**src/rtl/clause_bank_scan.sv**
```systemverilog
// ============================================================================
// clause_bank_scan : clause-array scanner with unit propagation to a fixpoint
// Optional per-clause activity counters via `define CLAUSE_ACTIVITY_EN
// Rev 1.0
// ============================================================================
`default_nettype none

module clause_bank_scan #(
  parameter int NUM_VARS    = 8,
  parameter int NUM_CLAUSES = 8,
  parameter int WIDTH_C_LEN = 4,
  parameter int WIDTH_CIDX  = 3,
  parameter int WIDTH_VIDX  = 3
) (
  input  logic                     clk,
  input  logic                     rst,
  input  logic [NUM_VARS*3-1:0]    var_value_i,
  output logic [NUM_VARS*3-1:0]    var_value_o,
  input  logic [NUM_CLAUSES-1:0]   wr_i,
  input  logic [NUM_CLAUSES-1:0]   rd_i,
  input  logic [NUM_VARS*2-1:0]    clause_i,
  input  logic [WIDTH_C_LEN-1:0]   clause_len_i,
  output logic [NUM_VARS*2-1:0]    clause_o,
  output logic [WIDTH_C_LEN-1:0]   clause_len_o,
  input  logic                     start_i,
  input  logic                     apply_bkt_i,
  output logic                     busy_o,
  output logic                     imp_valid_o,
  input  logic                     imp_ready_i,
  output logic [WIDTH_VIDX-1:0]    imp_var_o,
  output logic [1:0]               imp_val_o,
  output logic [WIDTH_CIDX-1:0]    imp_cidx_o,
  output logic                     conflict_o,
  output logic [WIDTH_CIDX-1:0]    conflict_cidx_o,
  output logic                     done_o,
  output logic                     all_c_sat_o
`ifdef CLAUSE_ACTIVITY_EN
  ,
  output logic [7:0]               activity_o
`endif
);

  localparam logic [2:0] c_IDLE     = 3'd0;
  localparam logic [2:0] c_SCAN     = 3'd1;
  localparam logic [2:0] c_IMPLY    = 3'd2;
  localparam logic [2:0] c_CONFLICT = 3'd3;
  localparam logic [2:0] c_DONE     = 3'd4;
  localparam logic [WIDTH_CIDX-1:0] c_LAST = WIDTH_CIDX'(NUM_CLAUSES - 1);

  logic [NUM_VARS*2-1:0]  r_lits   [NUM_CLAUSES];
  logic [WIDTH_C_LEN-1:0] r_len    [NUM_CLAUSES];
  logic [WIDTH_VIDX-1:0]  r_rvar   [NUM_CLAUSES];
  logic [NUM_CLAUSES-1:0] r_valid;
  logic [NUM_CLAUSES-1:0] r_reason;
  logic [NUM_VARS*3-1:0]  r_vals;
  logic [2:0]             r_state;
  logic [WIDTH_CIDX-1:0]  r_idx;
  logic                   r_pass_changed;
  logic                   r_all_sat;
  logic                   r_all_c_sat;
  logic                   r_conflict;
  logic [WIDTH_CIDX-1:0]  r_conf_cidx;
  logic [WIDTH_VIDX-1:0]  r_imp_var;
  logic [1:0]             r_imp_val;
`ifdef CLAUSE_ACTIVITY_EN
  logic [7:0]             r_act    [NUM_CLAUSES];
`endif

  logic                   w_sat;
  logic [1:0]             w_free_cnt;
  logic [WIDTH_VIDX-1:0]  w_free_var;
  logic [1:0]             w_free_lit;
  logic [1:0]             w_lit;
  logic [1:0]             w_val;
  logic                   w_last;
  logic [NUM_CLAUSES-1:0] w_bkt_free;

  // Evaluate the clause under the scan index; free count saturates at 2.
  always_comb begin
    w_sat      = 1'b0;
    w_free_cnt = 2'd0;
    w_free_var = '0;
    w_free_lit = 2'b00;
    w_lit      = 2'b00;
    w_val      = 2'b00;
    for (int v = 0; v < NUM_VARS; v++) begin
      w_lit = r_lits[r_idx][2*v +: 2];
      w_val = r_vals[3*v +: 2];
      if (w_lit == 2'b01 || w_lit == 2'b10) begin
        if (w_lit == w_val) begin
          w_sat = 1'b1;
        end else if (w_val == 2'b00) begin
          if (w_free_cnt != 2'd2) w_free_cnt = w_free_cnt + 2'd1;
          w_free_var = WIDTH_VIDX'(v);
          w_free_lit = w_lit;
        end
      end
    end
  end

  always_comb begin
    w_bkt_free = '0;
    for (int c = 0; c < NUM_CLAUSES; c++) begin
      for (int v = 0; v < NUM_VARS; v++) begin
        if (WIDTH_VIDX'(v) == r_rvar[c] && var_value_i[3*v +: 2] == 2'b00)
          w_bkt_free[c] = 1'b1;
      end
    end
  end

  assign w_last = (r_idx == c_LAST);

  always_ff @(posedge clk) begin
    if (rst) begin
      r_state        <= c_IDLE;
      r_idx          <= '0;
      r_pass_changed <= 1'b0;
      r_all_sat      <= 1'b0;
      r_all_c_sat    <= 1'b0;
      r_conflict     <= 1'b0;
      r_conf_cidx    <= '0;
      r_imp_var      <= '0;
      r_imp_val      <= 2'b00;
      r_vals         <= '0;
      r_valid        <= '0;
      r_reason       <= '0;
      for (int c = 0; c < NUM_CLAUSES; c++) begin
        r_lits[c] <= '0;
        r_len[c]  <= '0;
        r_rvar[c] <= '0;
`ifdef CLAUSE_ACTIVITY_EN
        r_act[c]  <= 8'd0;
`endif
      end
    end else begin
      case (r_state)
        c_IDLE: begin
          if (apply_bkt_i) begin
            r_vals     <= var_value_i;
            r_conflict <= 1'b0;
            for (int c = 0; c < NUM_CLAUSES; c++)
              if (r_reason[c] && w_bkt_free[c]) r_reason[c] <= 1'b0;
          end else if (start_i) begin
            r_vals         <= var_value_i;
            r_idx          <= '0;
            r_pass_changed <= 1'b0;
            r_all_sat      <= 1'b1;
            r_all_c_sat    <= 1'b0;
            r_conflict     <= 1'b0;
            r_state        <= c_SCAN;
          end
          // A write lands after the backtrack release so it always wins.
          for (int c = 0; c < NUM_CLAUSES; c++) begin
            if (wr_i[c]) begin
              r_lits[c]   <= clause_i;
              r_len[c]    <= clause_len_i;
              r_valid[c]  <= (clause_len_i != '0);
              r_reason[c] <= 1'b0;
`ifdef CLAUSE_ACTIVITY_EN
              r_act[c]    <= 8'd0;
`endif
            end
          end
        end
        c_SCAN: begin
          if (r_valid[r_idx] && !w_sat && w_free_cnt == 2'd0) begin
            r_state     <= c_CONFLICT;
            r_conflict  <= 1'b1;
            r_conf_cidx <= r_idx;
            r_all_sat   <= 1'b0;
`ifdef CLAUSE_ACTIVITY_EN
            if (r_act[r_idx] != 8'hFF) r_act[r_idx] <= r_act[r_idx] + 8'd1;
`endif
          end else if (r_valid[r_idx] && !w_sat && w_free_cnt == 2'd1) begin
            r_state   <= c_IMPLY;
            r_imp_var <= w_free_var;
            r_imp_val <= w_free_lit;
          end else begin
            if (r_valid[r_idx] && !w_sat) r_all_sat <= 1'b0;
            if (!w_last) begin
              r_idx <= r_idx + WIDTH_CIDX'(1);
            end else if (r_pass_changed) begin
              r_idx          <= '0;
              r_pass_changed <= 1'b0;
              r_all_sat      <= 1'b1;
            end else begin
              r_state <= c_DONE;
            end
          end
        end
        c_IMPLY: begin
          if (imp_ready_i) begin
            for (int v = 0; v < NUM_VARS; v++)
              if (WIDTH_VIDX'(v) == r_imp_var) r_vals[3*v +: 3] <= {1'b1, r_imp_val};
            r_reason[r_idx] <= 1'b1;
            r_rvar[r_idx]   <= r_imp_var;
`ifdef CLAUSE_ACTIVITY_EN
            if (r_act[r_idx] != 8'hFF) r_act[r_idx] <= r_act[r_idx] + 8'd1;
`endif
            r_state <= c_SCAN;
            if (!w_last) begin
              r_idx          <= r_idx + WIDTH_CIDX'(1);
              r_pass_changed <= 1'b1;
            end else begin
              r_idx          <= '0;
              r_pass_changed <= 1'b0;
              r_all_sat      <= 1'b1;
            end
          end
        end
        c_CONFLICT: r_state <= c_DONE;
        c_DONE: begin
          r_all_c_sat <= r_all_sat;
          r_state     <= c_IDLE;
        end
        default: r_state <= c_IDLE;
      endcase
    end
  end

  always_comb begin
    clause_o     = '0;
    clause_len_o = '0;
`ifdef CLAUSE_ACTIVITY_EN
    activity_o   = 8'd0;
`endif
    for (int c = 0; c < NUM_CLAUSES; c++) begin
      if (rd_i[c]) begin
        clause_o = clause_o | r_lits[c];
        if (!r_reason[c]) clause_len_o = clause_len_o | r_len[c];
`ifdef CLAUSE_ACTIVITY_EN
        activity_o = activity_o | r_act[c];
`endif
      end
    end
  end

  assign var_value_o     = r_vals;
  assign busy_o          = (r_state != c_IDLE);
  assign imp_valid_o     = (r_state == c_IMPLY);
  assign imp_var_o       = r_imp_var;
  assign imp_val_o       = r_imp_val;
  assign imp_cidx_o      = r_idx;
  assign conflict_o      = r_conflict;
  assign conflict_cidx_o = r_conf_cidx;
  assign done_o          = (r_state == c_DONE);
  assign all_c_sat_o     = (r_state == c_DONE) ? r_all_sat : r_all_c_sat;

endmodule

`default_nettype wire
```
**config.mk**
```make
export PLATFORM = sky130hd
export DESIGN_NAME = clause_bank_scan
export DESIGN_NICKNAME = d
export VERILOG_FILES = /design/src/rtl/clause_bank_scan.sv
export SDC_FILE = /design/constraint.sdc
export NUM_CORES = 1
export LEC_CHECK = 0
export ABC_AREA = 1
export BUFFER_PORTS_ARGS = -buffer_cell sky130_fd_sc_hd__buf_2
export CAP_MARGIN = 20
export CORE_MARGIN = 5
export CORE_UTILIZATION = 35
export CTS_CLUSTER_DIAMETER = 60
export DETAILED_ROUTE_END_ITERATION = 8
export REMOVE_ABC_BUFFERS = 1
export SLEW_MARGIN = 20
export SYNTH_ARGS = -nofsm -noshare
export SYNTH_HDL_FRONTEND = slang
export SYNTH_SLANG_ARGS = --single-unit
export TNS_END_PERCENT = 10
```
**constraint.sdc**
```tcl
create_clock -name clk -period 6.25 [get_ports clk]
set_clock_uncertainty 0.15 [all_clocks]
set_input_delay 1.875 -clock clk [delete_from_list [all_inputs] [get_ports clk]]
set_output_delay 1.875 -clock clk [all_outputs]
set_load 0.01 [all_outputs]
```
# Yosys cells after proc, flatten, opt, wreduce, memory -nomap -nowiden
# Memory sizes are Yosys's and may differ from the RTL's. A register that Yosys moved wholly into a read port is not among the register bits.
# Cells that the tools add are included.
dict set report word_totals {
  reg_bits 58
  ram_bits 184
  in_bits 65
  out_inout_bits 60
  elab_cells 680
  memories 3
}
dict set report op_classes {
  add_sub_neg 8
  order_cmp 2
  n_eq_ne 137
  n_mux 314
  bitwise 32
  n_reduce_logical 151
}
# name depth width read_ports rd_ports_with_merged_regs write_ports line
set memory_table {}
lappend memory_table {r_lits 8 16 9 1 8 50} ;# logic [NUM_VARS*2-1:0] r_lits [NUM_CLAUSES];
lappend memory_table {r_len 8 4 8 0 8 51} ;# logic [WIDTH_C_LEN-1:0] r_len [NUM_CLAUSES];
lappend memory_table {r_rvar 8 3 8 0 8 52} ;# logic [WIDTH_VIDX-1:0] r_rvar [NUM_CLAUSES];
# cell n
set op_table {}
lappend op_table {{two-way mux 16 bit} 16}
lappend op_table {{two-way mux 1 bit} 161}
lappend op_table {{two-way mux 3 bit} 45}
lappend op_table {{bitwise OR 16 bit} 7}
lappend op_table {{equality test 3 bit (first input constant)} 36}
lappend op_table {{two-way mux 2 bit} 53}
lappend op_table {{two-way mux 4 bit} 24}
lappend op_table {{logical AND 1 bit} 76}
lappend op_table {{two-way mux 24 bit} 3}
lappend op_table {{AND reduction 4 bit} 16}
lappend op_table {{inequality test 3 bit (second input constant)} 19}
lappend op_table {{equality test 2 x 3 -> 1 bit (first input constant)} 18}
lappend op_table {{case mux 24 bit (2 select lines)} 1}
lappend op_table {{zero test 2 bit} 17}
lappend op_table {{zero test 3 bit} 10}
lappend op_table {{bitwise OR 4 bit} 7}
lappend op_table {{equality test 1 x 3 -> 1 bit (first input constant)} 9}
lappend op_table {{inequality test 2 bit (second input constant)} 13}
lappend op_table {{inequality test 2 x 1 -> 1 bit (second input constant)} 10}
lappend op_table {{equality test 2 x 1 -> 1 bit (second input constant)} 9}
lappend op_table {{AND reduction 2 bit} 9}
lappend op_table {{equality test 2 bit} 8}
lappend op_table {{equality test 2 bit (second input constant)} 8}
lappend op_table {{two-way mux 8 bit} 2}
lappend op_table {{28 further kinds} 67}

# Depth between registers and ports, before layout
dict set report depth {
  word_depth 46
  ltp_mapped 44
  depth_no_buf 42
}

# Worst setup path after synthesis
# Ideal clock, no wire load.
dict set report synth_path {
  kind {input port to output port}
  startpoint {in rd_i[0]}
  endpoint {out clause_o[0]}
  arrival_time_ns 2.788
  required_ns 4.225
  path_slack_ns 1.437
  path_stages 9
  path_buffers 1
  path_cell_list {clkbuf_1 > nand2_1 > o21ai_0 > a21oi_1 > o21ai_0 > a21oi_1 > o21ai_0 > a21oi_1 > o21ai_0}
}
dict set report synth_via {
  elab_chain_cells 15
}
# item line
set synth_lines {}
lappend synth_lines {{start, declared} 20} ;# input logic [NUM_CLAUSES-1:0] rd_i,
lappend synth_lines {{two-way mux 16 bit (*)} 228} ;# if (rd_i[c]) begin
lappend synth_lines {{bitwise OR 16 bit} 229} ;# clause_o = clause_o | r_lits[c];
lappend synth_lines {{two-way mux 16 bit (*)} 228}
lappend synth_lines {{bitwise OR 16 bit} 229}
lappend synth_lines {{two-way mux 16 bit (*)} 228}
lappend synth_lines {{bitwise OR 16 bit} 229}
lappend synth_lines {{two-way mux 16 bit (*)} 228}
lappend synth_lines {{bitwise OR 16 bit} 229}
lappend synth_lines {{two-way mux 16 bit (*)} 228}
lappend synth_lines {{bitwise OR 16 bit} 229}
lappend synth_lines {{two-way mux 16 bit (*)} 228}
lappend synth_lines {{bitwise OR 16 bit} 229}
lappend synth_lines {{two-way mux 16 bit (*)} 228}
lappend synth_lines {{bitwise OR 16 bit} 229}
lappend synth_lines {{two-way mux 16 bit (*)} 228}
lappend synth_lines {{end, declared} 23} ;# output logic [NUM_VARS*2-1:0] clause_o,
# Mark *: on every way between the ends. The rest lies on a longest branch, timed or not.

==> impl_results.md <==
- Outcome: complete, no violations
- CP peak stage delay: 0.56 ns
- Cell count of the worst reg-to-reg path: 31
- Internal power: 4.16 mW
- Seq pwr share: 31.0%
- Hold slack: roughly 0.31 ns
- Clock buffer count from CTS: 31
- P_sw: 3.01 mW
- Fill cell count: 3827
- Sw Ratio: between 40% and 50%
- CTS tree: built
- Combinational power share: a little over two fifths
- Slew HR: 27.8%
- Hold WC Path Type: flip-flop to flip-flop
- Top post-synthesis cells by area: edfxtp_1 41%, dfxtp_1 9.1%, nand2_1 8.3%, nor2_1 7.1%, inv_1 5.6%
- Worst-case clock buffer depth: 3
- Total gr overflow: 0
- Sequential Area: around 6800 um2
- Worst slew pin tran: between 1 and 1.5 ns
- Antenna Nets Post-Route: 0
- R2R setup slack: 0.74 ns
- CP top delay family: simple AND/OR/NAND/NOR gates
- # diodes: 0
- I/O pin total: 125
- Routed wire length: between 40 and 50 mm
- Rows: roughly 70
- WHS Path Cells: 2
- Post-layout min period: 5.51 ns
- Final GP Congestion: between 0.8 and 0.9
- Critical path type: flip-flop to flip-flop
- Slowest cell on the critical path: dfxtp_2
- Sequential area share after synthesis: 50.2%
- Final Util: a little over 40%
- CP Launch Type: flip-flop
- DR DRC count: 0
- Clk pwr share: 26.2%
- CP Capture Type: flip-flop
- Die Wd: slightly above 200 um
- Layout cell share with drive strength beyond 1: 14.7%
- Leakage: roughly 6.7 nW
- Met3 Track Usage GR: just over 3%
- Fmax: 0.181 GHz
- Post CTS Setup Buffer Count: 0
- Buf/Inv on CP: 3
- Prevailing post-synth register cell: edfxtp_1
- Largest net degree at the start of global routing: 43
- Number of global-route vias before repair: 11600
- VDD IR max: 0.283 mV
- Post-synth top area share: about 40%
- Worst skew pair latency: approximately 0.58 ns
- GR peak layer: met2
- Die area: 42400 um2
- GRT Util Overall: 20.2%
- Cells after Synth: 1637
- Number of synthesized flops with an enable pin: roughly 180
- Sink Count: 245
- Crit-path max FO: 18
- Initial antenna violation count: 0
- H-tree depth: 1
- Setup TNS after final layout: 0 ns
- Finish-stage setup viols: 0
- Initial Utilization: 35.6%
- Maxcap violations: 0
- Global-route wire length before repair: about 67 mm
- Port bufs: 124
- Met2 Use GR: 33.1%
- Avg Vias per Cell: ~5.3
- M1 GR Usage: 27.9%
- CTS root buf: clkbuf_16
- Initial DRC Count: 1407
- Seq cells post-synth: 245
- Clk slew on worst S/H paths: around 0.06 ns
- Yosys top cell by area: edfxtp_1
- Worst endpoint data arrival time: 5.77 ns
- Post-CTS Hold Fix Bufs: 0
- Final cycle utilization of the critical path: 88.2%
- Detail Placement HPWL: 30.8 mm
- CP required: 6.50 ns
- Async set-reset flop share out of synthesis: 0%
- Post-Syn Area: roughly 13000 um2
- Routed length per placed instance: slightly below 20 um
- Footprint of the multi-input gates: 5540 um2
- Area growth, synth to finish: 16.0%
- Pins Over Slew Limit: 0
- Initial DRT Pass Iterations: 6
- Core area: between 30000 and 40000 um2
- Hold Path Origin: var_value_o[23]
- RSZ-0062 raised after global routing: false
- Cell variety after synth: 59
- Nets: 1826
- Synth Warn #: 0
- Final Hold Viols: 0
- Vias post-DR: between 10000 and 15000
- Syn Area/Cell: 8.21 um2
- Die Ht: 206 um
- Hold Crit Endpoint: var_value_o[23]
- CP most frequent cell: nand2_1
- Pwr Density: approximately 460 nW/um2
- Post-CTS sizing: 0
==> cell usage in the layout (no fill, tap or decap), drive strengths merged, types with 4 or more instances in the layout <==
cell and instances:
nor3 21, o21ai 177, buf 145, a31oi 16, inv 219, nand4 16
o221ai 5, dfxtp 61, or2 7, o22ai 14, a211oi 13, nand2 312
o211ai 20, bufinv 5, a41oi 4, ha 7, edfxtp 184, xor2 8
a21oi 93, nor2 259, a221oi 24, clkinv 10, nand3 102, clkbuf 36
==> stage by stage <==
stage | power (mW) | std cells | instance area, um2 | setup slack, ns
2_1_floorplan | 4.37 | 1576 | 13100 | 0.0524
3_3_place_gp | 5.22 | 2232 | 14500 | 0.852
3_5_place_dp | 5.28 | 2232 | 14500 | 0.713
4_1_cts | 7.17 | 2289 | 15600 | 0.699
5_1_grt | 7.67 | 2289 | 15600 | 0.264
6_report | 7.17 | 2289 | 15600 | 0.737
==> cell usage after synthesis, types with 14 or more instances <==
cell	n
a21oi_1	88
a221oi_1	24
a31oi_1	16
clkbuf_1	34
dfxtp_1	61
edfxtp_1	184
inv_1	200
nand2_1	296
nand2_2	15
nand3_1	96
nand4_1	14
nor2_1	254
nor3_1	20
o211ai_1	14
o21ai_0	145
o21ai_1	27
o22ai_1	14
==> metal layers <==
| layer | vias up | part of all wire, % |
|---|---|---|
| met4 | 0 | 2.5 |
| li1 | 5810 | - |
| met2 | 605 | 46 |
| met1 | 5722 | 42 |
| met3 | 78 | 9.8 |
| met5 | - | 0 |
==> final cells by class <==
cell class,instances,share of cell area [%]
clock buffers,36,5.23
clock inverters,21,1.69
inverters,213,5.15
multi-input cells,1118,35.5
flip-flops and latches,245,43.3
well taps,511,4.10
repair buffers,145,4.99
==> how the worst max path moves through the flow <==
stage / start / end / slack, ns / cells after the start
floorplan: flip-flop / conflict_cidx_o[0] / 0.05 / 34
global placement: rd_i[1] / clause_o[4] / 0.85 / 8
detailed placement: flip-flop / flip-flop / 0.71 / 32
CTS: flip-flop / flip-flop / 0.70 / 32
global route: flip-flop / flip-flop / 0.26 / 34
finish: flip-flop / flip-flop / 0.74 / 31
==> logic make-up (layout without fill, tap and decap cells) <==
logic type               after synthesis  after routing  share of synthesized area, %
XOR/XNOR                              10             10                         0.708
adder cells (fa/ha/maj)                7              7                         0.652
AND/OR/NAND/NOR                      720            720                          22.9
buffers and inverters                274            415                          8.60
flip-flops                           245            245                          50.2
AO/OA/AOI/OAI                        381            381                          16.9
==> power by group through the flow <==
stage	registers [mW]	logic, mW	clock network [mW]
6_report	2.22	3.07	1.88
5_1_grt	2.25	3.45	1.97
4_1_cts	2.22	3.05	1.90
3_5_place_dp	2.25	3.03	0
3_3_place_gp	2.24	2.98	0
2_1_floorplan	2.26	2.12	0
==> flip-flops by register name, summed over array words and instances, names as in the netlist, 2 cells and up, named ones only <==
register         flops
r_lits             128
r_len               32
r_rvar              24
var_value_o         24
r_reason             8
r_valid              8
conflict_cidx_o      3
imp_cidx_o           3
imp_var_o            3
r_state              3
imp_val_o            2
==> worst min-delay path: stages, from the launching register on <==
cell and delay [ns]:
dfxtp_1 0.31, nand2_1 0.06, a21oi_1 0.05
No activity file was read; power rests on OpenSTA's default activity.
